**src/rtl/seq_signed_bcd_7seg_if.sv**
```systemverilog
// ---------------------------------------------------------------------------
// seq_signed_bcd_7seg_if
// Bundles the request and display signals of the signed binary to 7-segment
// converter.
//   start     : request a conversion (seen by the converter only when idle)
//   binary    : value to convert, captured on the accepted start cycle
//   busy      : conversion in progress
//   done      : one-cycle pulse when new display values appear
//   seg       : DIGITS x 7 active-low segments {g,f,e,d,c,b,a}, ones digit lowest
//   sign_seg  : active-low sign display (minus or blank)
//   overflow  : last magnitude did not fit in DIGITS decimal digits
// master = requester side, slave = converter side.
// ---------------------------------------------------------------------------
interface seq_signed_bcd_7seg_if #(
  parameter int WIDTH  = 8,
  parameter int DIGITS = 3
);
  logic                  start;
  logic [WIDTH-1:0]      binary;
  logic                  busy;
  logic                  done;
  logic [DIGITS*7-1:0]   seg;
  logic [6:0]            sign_seg;
  logic                  overflow;

  modport master (
    output start, binary,
    input  busy, done, seg, sign_seg, overflow
  );

  modport slave (
    input  start, binary,
    output busy, done, seg, sign_seg, overflow
  );
endinterface

```
**src/rtl/seq_signed_bcd_7seg.sv**
```systemverilog
// ---------------------------------------------------------------------------
// seq_signed_bcd_7seg
// Sequential binary to signed decimal 7-segment converter. A request captures
// the magnitude and sign of the input, runs WIDTH double-dabble steps on a
// BCD accumulator one DIGITS+1 nibbles wide, then loads the segment, sign
// and overflow displays in a single cycle and pulses done.
// Ports:
//   clk  : system clock, rising edge
//   rst  : asynchronous active-high reset
//   bus  : seq_signed_bcd_7seg_if slave (start/binary in, busy/done/displays out)
// Parameters: WIDTH (4..16), DIGITS (1..5), SIGNED_MODE, BLANK_LZ.
// ---------------------------------------------------------------------------
module seq_signed_bcd_7seg #(
  parameter int WIDTH       = 8,
  parameter int DIGITS      = 3,
  parameter int SIGNED_MODE = 1,
  parameter int BLANK_LZ    = 1
) (
  input  logic                  clk,
  input  logic                  rst,
  seq_signed_bcd_7seg_if.slave  bus
);

  localparam int ACC_W = 4 * (DIGITS + 1);
  localparam int CNT_W = $clog2(WIDTH);

  localparam logic [6:0] SEG_BLANK = 7'b1111111;
  localparam logic [6:0] SEG_DASH  = 7'b0111111;

  typedef enum logic [1:0] {
    IDLE  = 2'd0,
    SHIFT = 2'd1,
    LOAD  = 2'd2
  } state_t;

  state_t              state_q;
  logic [WIDTH-1:0]    mag_q;
  logic                neg_q;
  logic [CNT_W-1:0]    cnt_q;
  logic [ACC_W-1:0]    acc_q;
  logic                spill_q;
  logic                busy_q;
  logic                done_q;
  logic [DIGITS*7-1:0] seg_q;
  logic [6:0]          sign_q;
  logic                ovf_q;

  logic                capt_neg_d;
  logic [WIDTH-1:0]    capt_mag_d;
  logic [ACC_W-1:0]    acc_dab_d;
  logic [DIGITS*7-1:0] seg_d;
  logic                ovf_d;
  logic [3:0]          nib_d;
  logic                lead_d;

  // Add-3 correction on every nibble that is 5 or more, ahead of the shift.
  function automatic logic [ACC_W-1:0] dabble_adjust(input logic [ACC_W-1:0] a);
    logic [ACC_W-1:0] r;
    r = a;
    for (int i = 0; i < DIGITS + 1; i++) begin
      if (a[4*i +: 4] >= 4'd5) begin
        r[4*i +: 4] = a[4*i +: 4] + 4'd3;
      end else begin
        r[4*i +: 4] = a[4*i +: 4];
      end
    end
    return r;
  endfunction

  // Active-low {g,f,e,d,c,b,a} pattern of one BCD digit.
  function automatic logic [6:0] enc7(input logic [3:0] d);
    logic [6:0] s;
    case (d)
      4'd0:    s = 7'b1000000;
      4'd1:    s = 7'b1111001;
      4'd2:    s = 7'b0100100;
      4'd3:    s = 7'b0110000;
      4'd4:    s = 7'b0011001;
      4'd5:    s = 7'b0010010;
      4'd6:    s = 7'b0000010;
      4'd7:    s = 7'b1111000;
      4'd8:    s = 7'b0000000;
      4'd9:    s = 7'b0011000;
      default: s = SEG_DASH;
    endcase
    return s;
  endfunction

  // Sign and magnitude of the value being requested; the negation is done
  // in WIDTH unsigned bits so the most negative input maps to 2^(WIDTH-1).
  always_comb begin
    capt_neg_d = 1'b0;
    capt_mag_d = bus.binary;
    if ((SIGNED_MODE != 0) && bus.binary[WIDTH-1]) begin
      capt_neg_d = 1'b1;
      capt_mag_d = (~bus.binary) + WIDTH'(1);
    end else begin
      capt_neg_d = 1'b0;
      capt_mag_d = bus.binary;
    end
  end

  assign acc_dab_d = dabble_adjust(acc_q);

  // Display decode of the finished accumulator: overflow dashes, leading
  // zero blanking scanned from the top digit down, ones digit always shown.
  // spill_q catches magnitudes that ran past even the extra nibble.
  always_comb begin
    seg_d  = '0;
    nib_d  = 4'd0;
    lead_d = 1'b1;
    ovf_d  = spill_q | (acc_q[ACC_W-1 -: 4] != 4'd0);
    for (int i = DIGITS - 1; i >= 0; i--) begin
      nib_d = acc_q[4*i +: 4];
      if (ovf_d) begin
        seg_d[7*i +: 7] = SEG_DASH;
      end else if ((BLANK_LZ != 0) && lead_d && (nib_d == 4'd0) && (i != 0)) begin
        seg_d[7*i +: 7] = SEG_BLANK;
      end else begin
        seg_d[7*i +: 7] = enc7(nib_d);
      end
      if (nib_d != 4'd0) begin
        lead_d = 1'b0;
      end else begin
        lead_d = lead_d;
      end
    end
  end

  // Conversion FSM with registered status and display outputs.
  always_ff @(posedge clk or posedge rst) begin
    if (rst) begin
      state_q <= IDLE;
      mag_q   <= '0;
      neg_q   <= 1'b0;
      cnt_q   <= '0;
      acc_q   <= '0;
      spill_q <= 1'b0;
      busy_q  <= 1'b0;
      done_q  <= 1'b0;
      seg_q   <= '1;
      sign_q  <= SEG_BLANK;
      ovf_q   <= 1'b0;
    end else begin
      done_q <= 1'b0;
      case (state_q)
        IDLE: begin
          if (bus.start) begin
            mag_q   <= capt_mag_d;
            neg_q   <= capt_neg_d;
            cnt_q   <= CNT_W'(WIDTH - 1);
            acc_q   <= '0;
            spill_q <= 1'b0;
            busy_q  <= 1'b1;
            state_q <= SHIFT;
          end else begin
            busy_q  <= 1'b0;
            state_q <= IDLE;
          end
        end
        SHIFT: begin
          spill_q <= spill_q | acc_dab_d[ACC_W-1];
          acc_q   <= {acc_dab_d[ACC_W-2:0], mag_q[WIDTH-1]};
          mag_q   <= {mag_q[WIDTH-2:0], 1'b0};
          if (cnt_q == '0) begin
            state_q <= LOAD;
          end else begin
            cnt_q   <= cnt_q - CNT_W'(1);
            state_q <= SHIFT;
          end
        end
        LOAD: begin
          seg_q   <= seg_d;
          sign_q  <= neg_q ? SEG_DASH : SEG_BLANK;
          ovf_q   <= ovf_d;
          done_q  <= 1'b1;
          busy_q  <= 1'b0;
          state_q <= IDLE;
        end
        default: begin
          busy_q  <= 1'b0;
          state_q <= IDLE;
        end
      endcase
    end
  end

  assign bus.busy     = busy_q;
  assign bus.done     = done_q;
  assign bus.seg      = seg_q;
  assign bus.sign_seg = sign_q;
  assign bus.overflow = ovf_q;

endmodule

```
**src/flat_wrapper.sv**
```systemverilog
// flat-port wrapper written by rule: the top's interface ports become plain ports
module seq_signed_bcd_7seg_flat 
#(
  parameter int WIDTH       = 8,
  parameter int DIGITS      = 3,
  parameter int SIGNED_MODE = 1,
  parameter int BLANK_LZ    = 1
)
  (clk, rst, bus_start, bus_binary, bus_busy, bus_done, bus_seg, bus_sign_seg, bus_overflow);
  seq_signed_bcd_7seg_if #(.WIDTH(WIDTH), .DIGITS(DIGITS)) bus_i ();
  input  logic clk;
  input  logic rst;
  input wire logic [$bits(bus_i.start)-1:0] bus_start;
  input wire logic [$bits(bus_i.binary)-1:0] bus_binary;
  output wire logic [$bits(bus_i.busy)-1:0] bus_busy;
  output wire logic [$bits(bus_i.done)-1:0] bus_done;
  output wire logic [$bits(bus_i.seg)-1:0] bus_seg;
  output wire logic [$bits(bus_i.sign_seg)-1:0] bus_sign_seg;
  output wire logic [$bits(bus_i.overflow)-1:0] bus_overflow;
  assign bus_i.start = bus_start;
  assign bus_i.binary = bus_binary;
  assign bus_busy = bus_i.busy;
  assign bus_done = bus_i.done;
  assign bus_seg = bus_i.seg;
  assign bus_sign_seg = bus_i.sign_seg;
  assign bus_overflow = bus_i.overflow;
  seq_signed_bcd_7seg #(.WIDTH(WIDTH), .DIGITS(DIGITS), .SIGNED_MODE(SIGNED_MODE), .BLANK_LZ(BLANK_LZ)) u_core (.clk(clk), .rst(rst), .bus(bus_i));
endmodule
```
**config.mk**
```make
export PLATFORM = sky130hd
export DESIGN_NAME = seq_signed_bcd_7seg_flat
export DESIGN_NICKNAME = d
export VERILOG_FILES = /design/src/rtl/seq_signed_bcd_7seg_if.sv /design/src/rtl/seq_signed_bcd_7seg.sv /design/src/flat_wrapper.sv
export SDC_FILE = /design/constraint.sdc
export NUM_CORES = 1
export LEC_CHECK = 0
export CORE_ASPECT_RATIO = 0.9
export CORE_UTILIZATION = 37
export CTS_BUF_LIST = sky130_fd_sc_hd__clkbuf_4 sky130_fd_sc_hd__clkbuf_8
export CTS_CLUSTER_DIAMETER = 50
export DETAILED_ROUTE_END_ITERATION = 12
export PLACE_DENSITY = 0.6
export SLEW_MARGIN = 20
export SYNTH_ARGS = -nofsm -noshare
export SYNTH_HDL_FRONTEND = slang
export SYNTH_SLANG_ARGS = --single-unit
```
**constraint.sdc**
```tcl
create_clock -name clk -period 1.9 [get_ports clk]
set_input_delay 0.19 -clock clk [delete_from_list [all_inputs] [get_ports clk]]
set_output_delay 0.19 -clock clk [all_outputs]
set_load 0.005 [all_outputs]
```
Yosys cells after proc, flatten, opt, wreduce, memory -nomap -nowiden
Memory sizes are Yosys's and may differ from the RTL's.
Index checks and enable logic that the tools add are counted.
{"block": "op_classes", "addsub": 6, "multipliers": 0, "div": 0, "n_lt_le_gt_ge": 4, "n_eq_ne": 4, "n_shift": 0, "muxes": 28, "bitwise_logic": 3, "n_reduce_logical": 11}
{"operator": "7-bit 2-to-1 mux", "n": 6}
{"operator": "16-bit one-hot mux with 2 select lines", "n": 1}
{"operator": "4-bit by 2-bit adder with 4-bit output (second input constant)", "n": 4}
{"operator": "4-bit by 3-bit >= comparator with 1-bit output (second input constant)", "n": 4}
{"operator": "16-bit 2-to-1 mux", "n": 1}
{"operator": "4-bit 2-to-1 mux", "n": 4}
{"operator": "8-bit 2-to-1 mux", "n": 2}
{"operator": "8-bit one-hot mux with 2 select lines", "n": 1}
{"operator": "8-bit by 1-bit adder with 8-bit output (second input constant)", "n": 1}
{"operator": "4-bit zero test", "n": 2}
{"operator": "8-bit NOT", "n": 1}
{"operator": "4-bit nonzero test", "n": 2}
{"operator": "1-bit 2-to-1 mux", "n": 6}
{"operator": "3-bit 2-to-1 mux", "n": 2}
{"operator": "3-bit one-hot mux with 2 select lines", "n": 1}
{"operator": "2-bit inequality test (second input constant)", "n": 2}
{"operator": "1-bit one-hot mux with 2 select lines", "n": 2}
{"operator": "2-bit one-hot mux with 2 select lines", "n": 1}
{"operator": "2-bit AND reduction", "n": 2}
{"operator": "3-bit zero test", "n": 1}
{"operator": "3-bit AND reduction", "n": 1}
{"operator": "3-bit by 1-bit subtractor with 3-bit output (second input constant)", "n": 1}
{"operator": "2-bit by 1-bit == test with 1-bit output (second input constant)", "n": 1}
{"operator": "2-bit == test (second input constant)", "n": 1}
{"operator": "5 further kinds", "n": 6}
{"block": "word_totals", "ff_bits": 62, "latch_bits": 0, "mem_bits_rw": 0, "romBits": 336, "in_bits": 11, "output_inout_bits": 31, "elab_cells": 70, "memories": 3}
{"name": "(no name shown)", "depth": 16, "word_bits": 7, "read_ports": 1, "rd_clocked_by_memory_dff": 0, "wr": 0, "line": "seq_signed_bcd_7seg.sv:73", "text": "case (d)"}
{"name": "(no name shown)", "depth": 16, "word_bits": 7, "read_ports": 1, "rd_clocked_by_memory_dff": 0, "wr": 0, "line": "seq_signed_bcd_7seg.sv:73"}
{"name": "(no name shown)", "depth": 16, "word_bits": 7, "read_ports": 1, "rd_clocked_by_memory_dff": 0, "wr": 0, "line": "seq_signed_bcd_7seg.sv:73"}

Longest topological paths before layout
{"block": "depth", "ltp_word": 5, "depth_mapped": 7, "depth_no_buf": 7}

Worst setup path after synthesis
No wires, ideal clock.
{"block": "synth_path", "path_kind": "register to register", "from": "register u_core.acc_q[8]", "to": "register u_core.seg_q[8], in the netlist u_core.bus.seg[8]", "setup_ps": 72, "arrival_time_ps": 1533, "t_required_ps": 1828, "slack_ps": 295, "stages_incl_launch_ff": 7, "path_buffers": 0, "synth_period_minus_slack_ps": 1605, "path_cell_list": "dfrtp_1 inv_1 ha_1 or3b_1 o211ai_2 a21oi_1 o21ai_1"}
{"block": "synth_via", "elab_chain_len": 5}
{"item": "start, declared", "line": "seq_signed_bcd_7seg.sv:40", "text": "logic [ACC_W-1:0] acc_q;"}
{"item": "start signal, assigned", "line": "seq_signed_bcd_7seg.sv:163", "text": "acc_q <= {acc_dab_d[ACC_W-2:0], mag_q[WIDTH-1]};"}
{"item": "4-bit nonzero test", "line": "seq_signed_bcd_7seg.sv:122", "text": "if (nib_d != 4'd0) begin"}
{"item": "1-bit 2-to-1 mux", "line": "seq_signed_bcd_7seg.sv:122"}
{"item": "1-bit logical AND", "line": "seq_signed_bcd_7seg.sv:117", "text": "end else if ((BLANK_LZ != 0) && lead_d && (nib_d == 4'd0) && (i != 0)) begin"}
{"item": "7-bit 2-to-1 mux", "line": "seq_signed_bcd_7seg.sv:117"}
{"item": "7-bit 2-to-1 mux", "line": "seq_signed_bcd_7seg.sv:115", "text": "if (ovf_d) begin"}
{"item": "end signal, assigned", "line": "seq_signed_bcd_7seg.sv:173", "text": "seg_q <= seg_d;"}
{"item": "end, declared", "line": "seq_signed_bcd_7seg.sv:44", "text": "logic [DIGITS*7-1:0] seg_q;"}
Every way passes these cells.
A chain may end at the register's enable or synchronous reset.

Worst setup path in the final report
{"block": "layout_path", "from": "register u_core.acc_q[8]", "to": "register u_core.acc_q[11]"}
{"block": "layout_via", "elab_chain_len": 3, "elab_cells_between_ends": 4, "classes_between": "add/sub (1); order compare (1); mux (2)"}
{"item": "4-bit by 2-bit adder with 4-bit output / 4-bit by 3-bit >= comparator with 1-bit output (equally long branches)", "line": "seq_signed_bcd_7seg.sv:62, seq_signed_bcd_7seg.sv:61"}
{"item": "4-bit 2-to-1 mux *", "line": "seq_signed_bcd_7seg.sv:61", "text": "if (a[4*i +: 4] >= 4'd5) begin"}
{"item": "16-bit one-hot mux with 2 select lines *", "line": "seq_signed_bcd_7seg.sv:146", "text": "case (state_q)"}
Every way passes the cells marked *; elsewhere a longest branch is shown, timed or not.

==> qor.csv <==
metric,value,unit
status,completed,
DRC errors left,0,
worst setup path startpoint,u_core.acc_q[8]$_DFFE_PP0P_,
synth warn,0,
num rows,31,
clk_lat worst skew,0.31,ns
Final Cycle Share,0.923,
initial antenna violation count,0,
Reg-to-Reg Start,u_core.acc_q[8]$_DFFE_PP0P_,
crit path cell chain,inv_1 -> buf_4 -> ha_1 -> ha_1 -> o21bai_1 -> a22oi_1 -> o22ai_1,
Starting Density,0.389,
"flops & latches, synth",56,
largest area contributor in the netlist,dfrtp_1,
die area,8980,um^2
WL final,6270,um
WL per Instance,12.7,um
number of max-cap violations,0,
clock tree root buffer cell,clkbuf_8,
final core utilization,0.467,
CTS Buffer Depth,2,
core box area,8180,um^2
relative slew slack,0.622,
"most used cell, CP",ha_1,
FILL cells,812,
clock skew,0.0139,ns
Post-synth EDFFs,0,
Startpoint Class,flip-flop,
final setup fails,0,
Crit path max-delay family,adder cells,
GRT overflow,0,
1st-pass router iterations,4,
Synth Instances,339,
DR vias,2467,
area occupied by multi-input gates,1570,um^2
vias in the first global route,2377,
pin count of the biggest net entering global routing,57,
"top cells by count, synth","nand2_1, o21ai_0, dfrtp_1",
Worst path slowest cell,dfrtp_1,
Mapped Area,3180,um^2
# port buffers,35,
Worst VDD drop,0.000453,V
R2R cell count,7,
layout cell share with drive strength beyond 1,0.147,
TritonCTS Buffers,5,
post-route ant nets,0,
ANT cells,0,
routability cong.,0.843,
min Tclk post-route,1.75,ns
Post-DP Area,3720,um^2
syn_area_per_cell,9.39,um^2
hold buffer count at CTS,0,
CTS H-tree lvls,2,
PD cells,1590,nW/um^2
setup tns final,0,ns
Max Slew Vio Count,0,
CP Capture Type,flip-flop,
Worst-path clk slew,0.11,ns
Crit path depth,7,
"Req. time, crit path",2.07,ns
FF/Latch Area,1430,um^2
HPWL reported at the end of detailed placement,4550,um
sequential-to-total area share from yosys stat,0.449,
"count leader, synth",nand2_1,
Hold Fails Final Rpt,0,
Iteration-0 DRC Markers,88,
reg-to-reg setup timing slack,0.15,ns
area delta synth->final,19.9,%
Vias/cell,4.98,
Sink Count,56,
TritonCTS clock tree,yes,
Total GRT Usage,0.152,
FMAX,570,MHz
first-pass GRT wire length,11100,um
worst path buffer plus inverter count,2,
Slew @ Worst Pin,0.567,ns
Die Y,90.0,um
"Design Area, Final",3820,um^2
IO Pins,42,
Synth area leaders,"dfrtp_1, dfstp_2, ha_1",
cts repair resizes,0,
Leakage,1.62,nW
Async SR Flop Fraction,1.00,
post-CTS setup buffer count,0,
Critical Path Fanout Max,5,
library cells used by synthesis,48,
worst setup path class,flip-flop to flip-flop,
most common flop cell mapped by yosys,dfrtp_1,
"slowest stage delay, CP",0.45,ns
CP arrival,1.92,ns
die width,99.8,um
post-synth top area share,0.267,
post-layout net count,412,
RSZ-0062 raised after global routing,no,
worst min path class,primary input to async pin,
worst paths after layout:
check / end
setup / recovery: u_core.acc_q[11]$_DFFE_PP0P_
hold / removal: u_core.cnt_q[0]$_DFFE_PP0P_
setup reg to reg: u_core.acc_q[11]$_DFFE_PP0P_
hold reg to reg: u_core.bus.sign_seg[6]$_DFFE_PP1P_
max in group asynchronous: u_core.bus.seg[10]$_DFFE_PP1P_
min in group clk: u_core.bus.sign_seg[6]$_DFFE_PP1P_
cells by family (layout without fill, tap and decap cells):
family,Yosys count,after routing,synth area share
mux,5,5,0.0177
flops,56,56,0.449
xor+xnor,10,10,0.0275
simple gates,83,83,0.128
buf+inv,47,83,0.0656
fa+ha+maj,22,22,0.0864
compound gates,115,115,0.225
other cells,1,6,0.00118
metal layers:
metal	track usage	up-vias	routed length (um)
li1	-	1263	-
met1	0.218	1157	3350
met2	0.236	42	2680
met3	0.0264	5	167
met4	0.0417	0	64
met5	0	-	0
cell usage in the layout, fill, tap and decap left out, types with 2 or more instances in the layout:
| cell | netlist | routed |
|---|---|---|
| nor2_1 | 11 | 11 |
| dfstp_2 | 22 | 22 |
| clkinvlp_4 | 0 | 2 |
| clkbuf_8 | 0 | 5 |
| nand3_1 | 5 | 4 |
| a21oi_1 | 18 | 18 |
| o21bai_1 | 3 | 3 |
| nand2b_1 | 7 | 7 |
| o21ai_1 | 4 | 4 |
| clkdlybuf4s50_1 | 0 | 35 |
| xor2_1 | 5 | 5 |
| ha_1 | 22 | 22 |
| inv_1 | 22 | 21 |
| a32o_1 | 2 | 2 |
| a211oi_1 | 2 | 2 |
| or3b_1 | 3 | 2 |
| o21a_1 | 3 | 3 |
| nand2_1 | 42 | 42 |
| conb_1 | 1 | 6 |
| nor3b_1 | 3 | 3 |
| a31oi_1 | 4 | 4 |
| o31ai_1 | 5 | 5 |
| o311ai_0 | 4 | 4 |
| o21ai_0 | 41 | 41 |
| nor2b_1 | 4 | 4 |
| a22oi_1 | 7 | 7 |
| buf_4 | 6 | 17 |
| xnor2_1 | 5 | 5 |
| o22a_1 | 5 | 5 |
| nor3_1 | 3 | 3 |
| o22ai_1 | 10 | 10 |
| mux2i_1 | 3 | 3 |
| dfrtp_1 | 34 | 34 |
report_power, final:
| group | internal, mW | switching [mW] | total [mW] |
|---|---|---|---|
| registers | 1.86 | 0.445 | 2.30 |
| clock network | 0.262 | 0.400 | 0.662 |
| logic | 1.57 | 1.54 | 3.11 |
worst reg2reg max path, cell delays in order, from the launching register on:
cell and delay, ns:
dfrtp_1 0.45, inv_1 0.09, buf_4 0.16, ha_1 0.23, ha_1 0.29, o21bai_1 0.16, a22oi_1 0.15, o22ai_1 0.09
cell type report:
class	instances	share of cell area
multi-input combinational	241	0.412
clock inverter	3	0.00623
timing repair buffer	53	0.130
inverter	22	0.0216
clock buffer	5	0.0180
sequential	56	0.374
tap	115	0.0377
registers in the layout, indices dropped and copies added, names as in the netlist:
signal / cells
u_core.neg_q: 1
u_core.state_q: 2
u_core.acc_q: 16
u_core.cnt_q: 3
u_core.spill_q: 1
u_core.bus.seg: 21
u_core.bus.sign_seg: 1
u_core.bus.overflow: 1
u_core.mag_q: 8
u_core.bus.done: 1
u_core.bus.busy: 1
through the flow:
step / instances / hold WS [ns] / setup slack, ns / total power, mW
after CTS: 495 / 0.240 / 0.146 / 6.12
after detailed placement: 487 / 0.439 / 0.0414 / 5.43
after global routing: 495 / 0.239 / 0.00572 / 6.68
after global placement: 487 / 0.429 / 0.0869 / 5.37
final: 495 / 0.224 / 0.147 / 6.08
after floorplan: 344 / 0.360 / 0.295 / 4.28
Note: power is estimated with default switching activity, not from simulation.
